--- config.mk ---
export PLATFORM = sky130hd
export DESIGN_NAME = l1_mem_serializer_flat
export DESIGN_NICKNAME = d
export VERILOG_FILES = /design/src/rtl/l1_mem_serializer_pkg.sv /design/src/rtl/l1_mem_serializer_if.sv /design/src/rtl/l1_mem_serializer_line_beat_buf.sv /design/src/rtl/l1_mem_serializer.sv /design/src/flat_wrapper.sv
export SDC_FILE = /design/constraint.sdc
export NUM_CORES = 1
export LEC_CHECK = 0
export CORE_AREA = 4 4 145 147
export DETAILED_ROUTE_END_ITERATION = 8
export DIE_AREA = 0 0 149 151
export DONT_BUFFER_PORTS = 1
export PLACE_DENSITY = 0.57
export SKIP_LAST_GASP = 1
export SYNTH_ARGS = -nofsm -noshare
export SYNTH_HDL_FRONTEND = slang
export SYNTH_SLANG_ARGS = --single-unit
export TNS_END_PERCENT = 100
--- constraint.sdc ---
create_clock -name clk -period 3.85 [get_ports clk]
set_input_delay 0.9625 -clock clk [delete_from_list [all_inputs] [get_ports clk]]
set_output_delay 0.9625 -clock clk [all_outputs]
set_load 0.1 [all_outputs]
--- src/rtl/l1_mem_serializer_pkg.sv ---
// l1_mem_serializer_pkg: shared memory opcodes, serializer FSM state type, beat-count helper
//   MEM_LW / MEM_SW : opcode constants (any opcode other than MEM_LW is a store)
//   state_t         : IDLE, READ, WRITE, RSP
//   n_beats()       : beats per line from log2(line bytes) and log2(beat bits)
package l1_mem_serializer_pkg;
    localparam logic [4:0] MEM_LW = 5'd2;
    localparam logic [4:0] MEM_SW = 5'd3;
    typedef enum logic [1:0] {IDLE, READ, WRITE, RSP} state_t;
    function automatic int n_beats(input int lg_line_bytes, input int lg_beat_bits);
        return 2 ** (lg_line_bytes + 3 - lg_beat_bits);
    endfunction
endpackage

--- src/rtl/l1_mem_serializer_if.sv ---
// l1_mem_serializer_if: L1 line port plus narrow beat bus seen by the serializer
//   slave  : the serializer (takes line requests, drives beats and responses)
//   master : the environment (L1 cache and external beat bus)
//   Request : mem_req_valid/ack/addr/store_data/opcode/tag
//   Response: mem_rsp_valid/load_data/opcode/tag/err
//   Beat bus: is_write, addr, d_out/d_out_valid/d_out_ready, d_in/d_in_valid, busy
interface l1_mem_serializer_if #(
    parameter int ADDR_W = 32,
    parameter int LINE_W = 128,
    parameter int BEAT_W = 16,
    parameter int TAG_W  = 4
);
    import l1_mem_serializer_pkg::*;
    logic              mem_req_valid;
    logic              mem_req_ack;
    logic [ADDR_W-1:0] mem_req_addr;
    logic [LINE_W-1:0] mem_req_store_data;
    logic [4:0]        mem_req_opcode;
    logic [TAG_W-1:0]  mem_req_tag;
    logic              mem_rsp_valid;
    logic [LINE_W-1:0] mem_rsp_load_data;
    logic [4:0]        mem_rsp_opcode;
    logic [TAG_W-1:0]  mem_rsp_tag;
    logic              mem_rsp_err;
    logic              is_write;
    logic [ADDR_W-1:0] addr;
    logic [BEAT_W-1:0] d_out;
    logic              d_out_valid;
    logic              d_out_ready;
    logic [BEAT_W-1:0] d_in;
    logic              d_in_valid;
    logic              busy;
    modport slave (
        input  mem_req_valid, mem_req_addr, mem_req_store_data, mem_req_opcode, mem_req_tag,
               d_out_ready, d_in, d_in_valid,
        output mem_req_ack, mem_rsp_valid, mem_rsp_load_data, mem_rsp_opcode, mem_rsp_tag,
               mem_rsp_err, is_write, addr, d_out, d_out_valid, busy
    );
    modport master (
        output mem_req_valid, mem_req_addr, mem_req_store_data, mem_req_opcode, mem_req_tag,
               d_out_ready, d_in, d_in_valid,
        input  mem_req_ack, mem_rsp_valid, mem_rsp_load_data, mem_rsp_opcode, mem_rsp_tag,
               mem_rsp_err, is_write, addr, d_out, d_out_valid, busy
    );
endinterface

--- src/rtl/l1_mem_serializer_line_beat_buf.sv ---
// line_beat_buf: one cache-line register with full-line load and indexed beat write/read
//   load_i/line_i        : replace the whole line (wins over a beat write)
//   wr_en_i/idx/data     : overwrite beat wr_idx_i (beat 0 = bits [BEAT_W-1:0])
//   rd_idx_i/rd_data_o   : combinational beat read
//   line_o               : current line contents
module line_beat_buf
    import l1_mem_serializer_pkg::*;
#(
    parameter int LINE_W = 128,
    parameter int BEAT_W = 16,
    parameter int IDX_W  = 3
) (
    input  logic              clk,
    input  logic              reset,
    input  logic              load_i,
    input  logic [LINE_W-1:0] line_i,
    input  logic              wr_en_i,
    input  logic [IDX_W-1:0]  wr_idx_i,
    input  logic [BEAT_W-1:0] wr_data_i,
    input  logic [IDX_W-1:0]  rd_idx_i,
    output logic [BEAT_W-1:0] rd_data_o,
    output logic [LINE_W-1:0] line_o
);
    logic [LINE_W-1:0] line_q, line_d;
    always_comb begin
        line_d = line_q;
        if (wr_en_i) line_d[int'(wr_idx_i) * BEAT_W +: BEAT_W] = wr_data_i;
        if (load_i) line_d = line_i;
    end
    always_ff @(posedge clk) line_q <= reset ? '0 : line_d;
    assign rd_data_o = line_q[int'(rd_idx_i) * BEAT_W +: BEAT_W];
    assign line_o = line_q;
endmodule

--- src/rtl/l1_mem_serializer.sv ---
// l1_mem_serializer: bridges one-line L1 memory requests onto a narrow beat bus
//   clk, reset : clock, synchronous active-high reset
//   bus        : l1_mem_serializer_if.slave (request, response and beat-bus signals)
//   Optional   : MEM_SER_TIMEOUT_EN ends a stalled transfer after TIMEOUT_CYCLES idle
//                cycles with mem_rsp_err set and the partially filled line returned
module l1_mem_serializer
    import l1_mem_serializer_pkg::*;
#(
    parameter int ADDR_W         = 32,
    parameter int LG_BEAT_BITS   = 4,
    parameter int LG_LINE_BYTES  = 4,
    parameter int TAG_W          = 4,
    parameter int TIMEOUT_CYCLES = 1024
) (
    input logic clk,
    input logic reset,
    l1_mem_serializer_if.slave bus
);
    localparam int BEAT_W = 2 ** LG_BEAT_BITS;
    localparam int LINE_W = 8 * (2 ** LG_LINE_BYTES);
    localparam int N_BEATS = n_beats(LG_LINE_BYTES, LG_BEAT_BITS);
    localparam int IDX_W = $clog2(N_BEATS);
    localparam int CNT_W = IDX_W + 1;
    localparam logic [ADDR_W-1:0] LINE_MASK = ADDR_W'((1 << LG_LINE_BYTES) - 1);
    localparam logic [ADDR_W-1:0] BEAT_BYTES = ADDR_W'(BEAT_W / 8);

    if (N_BEATS < 2 || (N_BEATS & (N_BEATS - 1)) != 0 || TIMEOUT_CYCLES < 1) begin : g_cfg_err
        $error("l1_mem_serializer: beats per line must be a power of two >= 2");
    end

    state_t            state_q, state_d;
    logic [CNT_W-1:0]  cnt_q, cnt_d;
    logic [ADDR_W-1:0] addr_q, addr_d;
    logic [TAG_W-1:0]  tag_q, tag_d;
    logic [4:0]        op_q, op_d;
    logic              wr_q, wr_d;
    logic              accept, active, xfer, last, to_hit;
    logic [LINE_W-1:0] line;
    logic [BEAT_W-1:0] rd_beat;

    assign accept = state_q == IDLE && bus.mem_req_valid;
    assign active = state_q == READ || state_q == WRITE;
    assign xfer = (state_q == WRITE && bus.d_out_ready) || (state_q == READ && bus.d_in_valid);
    assign last = cnt_q == CNT_W'(N_BEATS - 1);

    always_comb begin
        state_d = state_q;
        cnt_d = cnt_q;
        addr_d = addr_q;
        tag_d = tag_q;
        op_d = op_q;
        wr_d = wr_q;
        case (state_q)
            IDLE: if (accept) begin
                cnt_d = '0;
                addr_d = bus.mem_req_addr & ~LINE_MASK;
                tag_d = bus.mem_req_tag;
                op_d = bus.mem_req_opcode;
                wr_d = bus.mem_req_opcode != MEM_LW;
                state_d = (bus.mem_req_opcode != MEM_LW) ? WRITE : READ;
            end
            READ, WRITE: if (xfer) begin
                cnt_d = cnt_q + 1'b1;
                addr_d = addr_q + BEAT_BYTES;
                state_d = last ? RSP : state_q;
            end else if (to_hit) begin
                state_d = RSP;
            end
            RSP: state_d = IDLE;
            default: state_d = IDLE;
        endcase
    end

    always_ff @(posedge clk) begin
        if (reset) begin
            state_q <= IDLE;
            cnt_q <= '0;
            addr_q <= '0;
            tag_q <= '0;
            op_q <= '0;
            wr_q <= 1'b0;
        end else begin
            state_q <= state_d;
            cnt_q <= cnt_d;
            addr_q <= addr_d;
            tag_q <= tag_d;
            op_q <= op_d;
            wr_q <= wr_d;
        end
    end

    // Store data is loaded on every accept; for loads each beat then overwrites its slot.
    line_beat_buf #(.LINE_W(LINE_W), .BEAT_W(BEAT_W), .IDX_W(IDX_W)) u_buf (
        .clk(clk),
        .reset(reset),
        .load_i(accept),
        .line_i(bus.mem_req_store_data),
        .wr_en_i(state_q == READ && bus.d_in_valid),
        .wr_idx_i(cnt_q[IDX_W-1:0]),
        .wr_data_i(bus.d_in),
        .rd_idx_i(cnt_q[IDX_W-1:0]),
        .rd_data_o(rd_beat),
        .line_o(line)
    );

`ifdef MEM_SER_TIMEOUT_EN
    localparam int ST_W = $clog2(TIMEOUT_CYCLES + 1);
    logic [ST_W-1:0] stall_q, stall_d;
    logic            err_q, err_d;
    // Counts consecutive transfer-free cycles; it is zero on entry because IDLE keeps it cleared.
    always_comb begin
        stall_d = (active && !xfer) ? stall_q + 1'b1 : '0;
        to_hit = active && !xfer && stall_q == ST_W'(TIMEOUT_CYCLES - 1);
        err_d = accept ? 1'b0 : (to_hit ? 1'b1 : err_q);
    end
    always_ff @(posedge clk) begin
        if (reset) begin
            stall_q <= '0;
            err_q <= 1'b0;
        end else begin
            stall_q <= stall_d;
            err_q <= err_d;
        end
    end
    assign bus.mem_rsp_err = state_q == RSP && err_q;
`else
    assign to_hit = 1'b0;
    assign bus.mem_rsp_err = 1'b0;
`endif

    assign bus.mem_req_ack = state_q == IDLE;
    assign bus.mem_rsp_valid = state_q == RSP;
    assign bus.mem_rsp_load_data = line;
    assign bus.mem_rsp_opcode = op_q;
    assign bus.mem_rsp_tag = tag_q;
    assign bus.is_write = wr_q;
    assign bus.addr = addr_q;
    assign bus.d_out = rd_beat;
    assign bus.d_out_valid = state_q == WRITE;
    assign bus.busy = state_q != IDLE;
endmodule

--- src/flat_wrapper.sv ---
// flat-port wrapper written by rule: the top's interface ports become plain ports
module l1_mem_serializer_flat import l1_mem_serializer_pkg::*;
#(
    parameter int ADDR_W         = 32,
    parameter int LG_BEAT_BITS   = 4,
    parameter int LG_LINE_BYTES  = 4,
    parameter int TAG_W          = 4,
    parameter int TIMEOUT_CYCLES = 1024
)
  (clk, reset, bus_mem_req_valid, bus_mem_req_addr, bus_mem_req_store_data, bus_mem_req_opcode, bus_mem_req_tag, bus_d_out_ready, bus_d_in, bus_d_in_valid, bus_mem_req_ack, bus_mem_rsp_valid, bus_mem_rsp_load_data, bus_mem_rsp_opcode, bus_mem_rsp_tag, bus_mem_rsp_err, bus_is_write, bus_addr, bus_d_out, bus_d_out_valid, bus_busy);
  l1_mem_serializer_if #(.ADDR_W(ADDR_W), .LINE_W((128)), .BEAT_W((16)), .TAG_W(TAG_W)) bus_i ();
  input logic clk;
  input logic reset;
  input wire logic [$bits(bus_i.mem_req_valid)-1:0] bus_mem_req_valid;
  input wire logic [$bits(bus_i.mem_req_addr)-1:0] bus_mem_req_addr;
  input wire logic [$bits(bus_i.mem_req_store_data)-1:0] bus_mem_req_store_data;
  input wire logic [$bits(bus_i.mem_req_opcode)-1:0] bus_mem_req_opcode;
  input wire logic [$bits(bus_i.mem_req_tag)-1:0] bus_mem_req_tag;
  input wire logic [$bits(bus_i.d_out_ready)-1:0] bus_d_out_ready;
  input wire logic [$bits(bus_i.d_in)-1:0] bus_d_in;
  input wire logic [$bits(bus_i.d_in_valid)-1:0] bus_d_in_valid;
  output wire logic [$bits(bus_i.mem_req_ack)-1:0] bus_mem_req_ack;
  output wire logic [$bits(bus_i.mem_rsp_valid)-1:0] bus_mem_rsp_valid;
  output wire logic [$bits(bus_i.mem_rsp_load_data)-1:0] bus_mem_rsp_load_data;
  output wire logic [$bits(bus_i.mem_rsp_opcode)-1:0] bus_mem_rsp_opcode;
  output wire logic [$bits(bus_i.mem_rsp_tag)-1:0] bus_mem_rsp_tag;
  output wire logic [$bits(bus_i.mem_rsp_err)-1:0] bus_mem_rsp_err;
  output wire logic [$bits(bus_i.is_write)-1:0] bus_is_write;
  output wire logic [$bits(bus_i.addr)-1:0] bus_addr;
  output wire logic [$bits(bus_i.d_out)-1:0] bus_d_out;
  output wire logic [$bits(bus_i.d_out_valid)-1:0] bus_d_out_valid;
  output wire logic [$bits(bus_i.busy)-1:0] bus_busy;
  assign bus_i.mem_req_valid = bus_mem_req_valid;
  assign bus_i.mem_req_addr = bus_mem_req_addr;
  assign bus_i.mem_req_store_data = bus_mem_req_store_data;
  assign bus_i.mem_req_opcode = bus_mem_req_opcode;
  assign bus_i.mem_req_tag = bus_mem_req_tag;
  assign bus_i.d_out_ready = bus_d_out_ready;
  assign bus_i.d_in = bus_d_in;
  assign bus_i.d_in_valid = bus_d_in_valid;
  assign bus_mem_req_ack = bus_i.mem_req_ack;
  assign bus_mem_rsp_valid = bus_i.mem_rsp_valid;
  assign bus_mem_rsp_load_data = bus_i.mem_rsp_load_data;
  assign bus_mem_rsp_opcode = bus_i.mem_rsp_opcode;
  assign bus_mem_rsp_tag = bus_i.mem_rsp_tag;
  assign bus_mem_rsp_err = bus_i.mem_rsp_err;
  assign bus_is_write = bus_i.is_write;
  assign bus_addr = bus_i.addr;
  assign bus_d_out = bus_i.d_out;
  assign bus_d_out_valid = bus_i.d_out_valid;
  assign bus_busy = bus_i.busy;
  l1_mem_serializer #(.ADDR_W(ADDR_W), .LG_BEAT_BITS(LG_BEAT_BITS), .LG_LINE_BYTES(LG_LINE_BYTES), .TAG_W(TAG_W), .TIMEOUT_CYCLES(TIMEOUT_CYCLES)) u_core (.clk(clk), .reset(reset), .bus(bus_i));
endmodule
# Word-level counts from Yosys, hierarchy flattened
# Index checks and enable logic that the tools add are counted.
[totals]
output_inout_bits = 191
ff_bits = 176
[op_classes]
eq_ne = 8
n_addsub = 3
mux = 14
reduce_logical = 12
shift = 3
[ops]
columns = ["cell", "n"]
rows = [
  ["$mux W128", 2],
  ["$bwmux W128", 1],
  ["$shift A16 B33 Y128 const A", 1],
  ["$shiftx A128 B8 Y16", 1],
  ["$shiftx A16 B33 Y128", 1],
  ["$mux W32", 2],
  ["$pmux W32 S2", 1],
  ["$neg A7 Y33", 1],
  ["$add A32 B2 Y32 const B", 1],
  ["$mux W2", 4],
  ["$mux W4", 2],
  ["$pmux W4 S2", 1],
  ["$ne A2 B1 Y1 const B", 3],
  ["$pmux W2 S3", 1],
  ["$reduce_and A3 Y1", 2],
  ["$reduce_bool A2 Y1", 3],
  ["$ne A5 B2 Y1 const B", 1],
  ["$add A4 B1 Y4 const B", 1],
  ["$eq A2 B2 Y1 const B", 2],
  ["$eq A4 B3 Y1 const B", 1],
  ["$logic_and A1 B1 Y1", 3],
  ["$eq A2 B1 Y1 const B", 1],
  ["$logic_not A2 Y1", 1],
  ["$reduce_and A2 Y1", 1],
  ["other kinds (2)", 2],
]

# Longest topological paths before layout
[depth]
ltp_word = 5
mapped_depth = 12
mapped_depth_nobuf = 8

# By module
# From an unflattened synthesis, not the netlist that was laid out.
[hier_totals]
hier_cells = 1108
hier_area_um2 = 9721.8
[modules_own_cells]
columns = ["mod", "instances", "cells_each", "area_each_um2"]
rows = [
  ["line_beat_buf", 1, 750, 6956.7],
  ["l1_mem_serializer", 1, 358, 2765.2],
]

# Worst setup path before layout
# No wires, ideal clock.
[synth_path]
path_type = "register to output"
start = "register u_core.cnt_q[0]"
end = "output port bus_d_out[11]"
setup_slack_ns = 0.451
required_ns = 2.888
t_arrival_ns = 2.436
stages_incl_launch_ff = 6
path_cell_list = "dfxtp_1 clkbuf_1 buf_1 mux4_2 nand2_1 nand2_1"
[synth_between]
elab_chain_len = 1
[synth_lines]
columns = ["element", "line_no", "source"]
rows = [
  ["start: declaration", "l1_mem_serializer.sv:32", "logic [CNT_W-1:0] cnt_q, cnt_d;"],
  ["start signal: assignment", "l1_mem_serializer.sv:84", "cnt_q <= cnt_d;"],
  ["$shiftx A128 B8 Y16", "l1_mem_serializer_line_beat_buf.sv:31", "assign rd_data_o = line_q[int'(rd_idx_i) * BEAT_W +: BEAT_W];"],
  ["end: declaration", "flat_wrapper.sv:30", "output wire logic [$bits(bus_i.d_out)-1:0] bus_d_out;"],
]
# No other way between the ends.

# Worst setup path after layout
[layout_path]
start = "register u_core.cnt_q[1]"
end = "output port bus_d_out[6]"
# Same word-level chain as after synthesis.

==> impl_results.md <==
- Cells along the critical path: buf_4, mux4_2, nand2_1, nand2_1, buf_4
- Core area: 19,900 µm²
- Met2 usage: 0.530
- Worst-path clk slew: 70 ps
- Max Fclk: 0.294 GHz
- Number of global-route vias before repair: 8,441
- Post-synthesis register bit count: 175
- Clock skew: 16.7 ps
- Pin count of the biggest net entering global routing: 178
- Post-CTS resize count: 0
- GP Congestion: 0.868
- Tmin final: 3410 ps
- First-pass detailed-route iteration total: 7
- Vias: 8,777
- CTS tree: yes
- Setup tns final: 0 ps
- Most used DFF post-synth: dfxtp_1
- Cell count after synthesis: 975
- Hold Path Stages: 2
- Final HPWL DP: 25,500 µm
- Synthesized area per cell: 8.99 µm²
- Grt peak-use layer: met2
- Synth warn: 0
- Buf+Inv Stages, Crit Path: 2
- Critical Path Slowest Stage Cell: dfxtp_2
- Pleak: 0.00447 µW
- Layout cells sized above 1: 0.261
- Initial antenna violation count: 0
- Syn Std Cell Area: 8760 µm²
- Reg-to-Reg Start: u_core.cnt_q[1]$_SDFFE_PP0P_
- # port buffers: 0
- Crit path capture type: primary output
- Crit-path max cell delay: 680 ps
- # rows: 52
- Post-DR vias/cell: 6.36
- Fin crit share: 0.885
- Outcome: completed
- Total gr overflow: 0
- Root Driver: clkbuf_16
- Pre-CTS setup slack: 891 ps
- Worst R2R End: u_core.u_buf.line_o[19]$_SDFFE_PP0P_
- RSZ-0062 raised after global routing: false
- Wire per inst: 26.1 µm
- Ys async rst share: 0
- Reg2reg path depth: 8
- Commonest non-fill, non-tap cell in the layout: buf_4
- Tightest Pin Transition: 1130 ps
- TritonCTS Buffers: 17
- Hold Vio Cnt, Final: 0
- Clock tree buffer depth: 2
- Worst-skew pair later-pin latency: 430 ps
- GRT met3 Usage: 0.0978
- Hold WS: 527 ps
- Violation count after the first detailed-route iteration: 1,035
- R2R setup slack: 760 ps
- Critical hold path startpoint: u_core.state_q[1]$_SDFFE_PP0P_
- Max-slew headroom: 0.243
- Pins Over Slew Limit: 0
- Starting Density: 0.440
- Total power: 10,900 µW
- Diodes inserted: 0
- Max-cap violations: 0
- Post-route setup slack: 444 ps
- Number of setup violations in the final report: 0
- Syn-to-layout area delta: 23.5%
- Arr. time, crit path: 2440 ps
- Total Routing Usage GR: 0.302
- Pwr per Cell Area: 1010 nW/µm²
- DRT antenna net count: 0
- Startpoint types: flop
- CTS H-tree depth: 4
- Register area share after synthesis: 0.400
- Netlist cell types: 64
- DIE HEIGHT: 151 µm
- First-pass GRT wire length: 52,200 µm
- Post-cts hold buffer count: 0
- DRC errors left: 0
- Ports: 381
- Critical Path Fanout Max: 22
- Worst Path Required: 2890 ps
- Final wirelength: 36,000 µm
- Die Area: 22,500 µm²
- EDFF count, synth: 0
- Worst VDD drop: 0.000415 V
- Post-CTS Setup Inserts: 0
- Met1 GRT Util: 0.342
- Worst Setup Path Type: flop to primary output
- Hold crit path type: flop to flop
- CTS Sinks: 175
- Hold Path Sink: u_core.state_q[1]$_SDFFE_PP0P_
- Die width: 149 µm
- # nets final: 1,299
- Crit-path leading delay family: flip-flops
- Most frequent cells in the layout: buf_4, dfxtp_1, nor2_1
[per-layer routing]
metal / share of wire / wire length, µm / vias to the layer above
met5: 0 / 0 / -
met1: 0.34 / 12300 / 4220
met2: 0.51 / 18500 / 511
met3: 0.11 / 4060 / 56
li1: - / - / 3990
met4: 0.033 / 1190 / 0
[stage by stage]
| stage | cell area, µm² | std cells | util |
|---|---|---|---|
| 2_1_floorplan | 8770 | 976 | - |
| 3_3_place_gp | 10200 | 1347 | 0.514 |
| 3_5_place_dp | 10200 | 1347 | 0.514 |
| 4_1_cts | 10800 | 1379 | 0.543 |
| 5_1_grt | 10800 | 1379 | 0.543 |
| 6_report | 10800 | 1379 | 0.543 |
[worst register-to-register path, stage by stage, from the launching register on]
cell and delay (ps):
dfxtp_2 680, inv_1 160, ha_1 250, ha_1 380, inv_1 170, nor2_1 100
a21oi_2 860, a222oi_1 290, nor2_1 140
[power breakdown]
part           switching, µW  internal [µW]  leakage [µW]
clock                    847            880      0.000284
sequential               524           2230       0.00144
combinational           4970           1430       0.00275
[synth_stat cells, types with 7 or more instances]
| library cell | number | area, µm² |
|---|---|---|
| a211oi_1 | 22 | 165 |
| a21oi_1 | 45 | 225 |
| a222oi_1 | 108 | 1080 |
| a22oi_1 | 10 | 75.1 |
| a31oi_1 | 9 | 56.3 |
| and2_1 | 7 | 43.8 |
| and3_1 | 10 | 62.6 |
| buf_1 | 7 | 26.3 |
| buf_2 | 9 | 45.0 |
| clkbuf_1 | 77 | 289 |
| dfxtp_1 | 175 | 3500 |
| ha_1 | 13 | 163 |
| inv_1 | 8 | 30.0 |
| mux2i_1 | 17 | 170 |
| mux4_2 | 32 | 721 |
| nand2_1 | 112 | 420 |
| nand3_1 | 23 | 115 |
| nand4_1 | 10 | 62.6 |
| nor2_1 | 151 | 567 |
| nor3_1 | 22 | 110 |
| nor4_1 | 8 | 50.1 |
| o22ai_1 | 7 | 43.8 |
[kinds of logic (layout without fill, tap and decap cells)]
| group | Yosys count | after routing | share of synthesized area |
|---|---|---|---|
| adders and majority gates | 13 | 13 | 0.0186 |
| and+or+nand+nor | 384 | 384 | 0.202 |
| other | 1 | 2 | 0.000428 |
| xor gates and xnor gates | 5 | 5 | 0.00500 |
| DFF | 175 | 175 | 0.400 |
| AOI/OAI and AO/OA | 239 | 239 | 0.220 |
| muxes | 50 | 50 | 0.103 |
| buffers and inverters | 108 | 241 | 0.0511 |
[sequential cells by signal, indices dropped and copies added (netlist names)]
| signal | flops |
|---|---|
| u_core.state_q | 2 |
| u_core.cnt_q | 4 |
| u_core.bus.mem_rsp_tag | 4 |
| u_core.u_buf.line_o | 128 |
| u_core.bus.addr | 31 |
| u_core.bus.mem_rsp_opcode | 5 |
| u_core.bus.is_write | 1 |
[worst max-delay path by stage]
stage	startpoint	to	slack [ps]	cells past startpoint
finish	u_core.cnt_q[1]$_SDFFE_PP0P_	bus_d_out[6]	440	5
global placement	u_core.cnt_q[1]$_SDFFE_PP0P_	bus_d_out[6]	930	5
detailed placement	u_core.cnt_q[1]$_SDFFE_PP0P_	u_core.u_buf.line_o[29]$_SDFFE_PP0P_	890	8
floorplan	u_core.cnt_q[0]$_SDFFE_PP0P_	bus_d_out[11]	450	5
global route	u_core.cnt_q[1]$_SDFFE_PP0P_	bus_d_out[6]	430	5
CTS	u_core.cnt_q[1]$_SDFFE_PP0P_	bus_d_out[6]	470	5
[cell type report]
type	count	area (µm²)
Inverter	10	37.5
Clock inverter	14	143
Sequential cell	175	3510
Timing Repair Buffer	199	1490
Multi-Input combinational cell	693	4860
Clock buffer	18	439
Fill cell	1921	9090
Tap cell	270	338
Power figures use the tool's default switching activity.
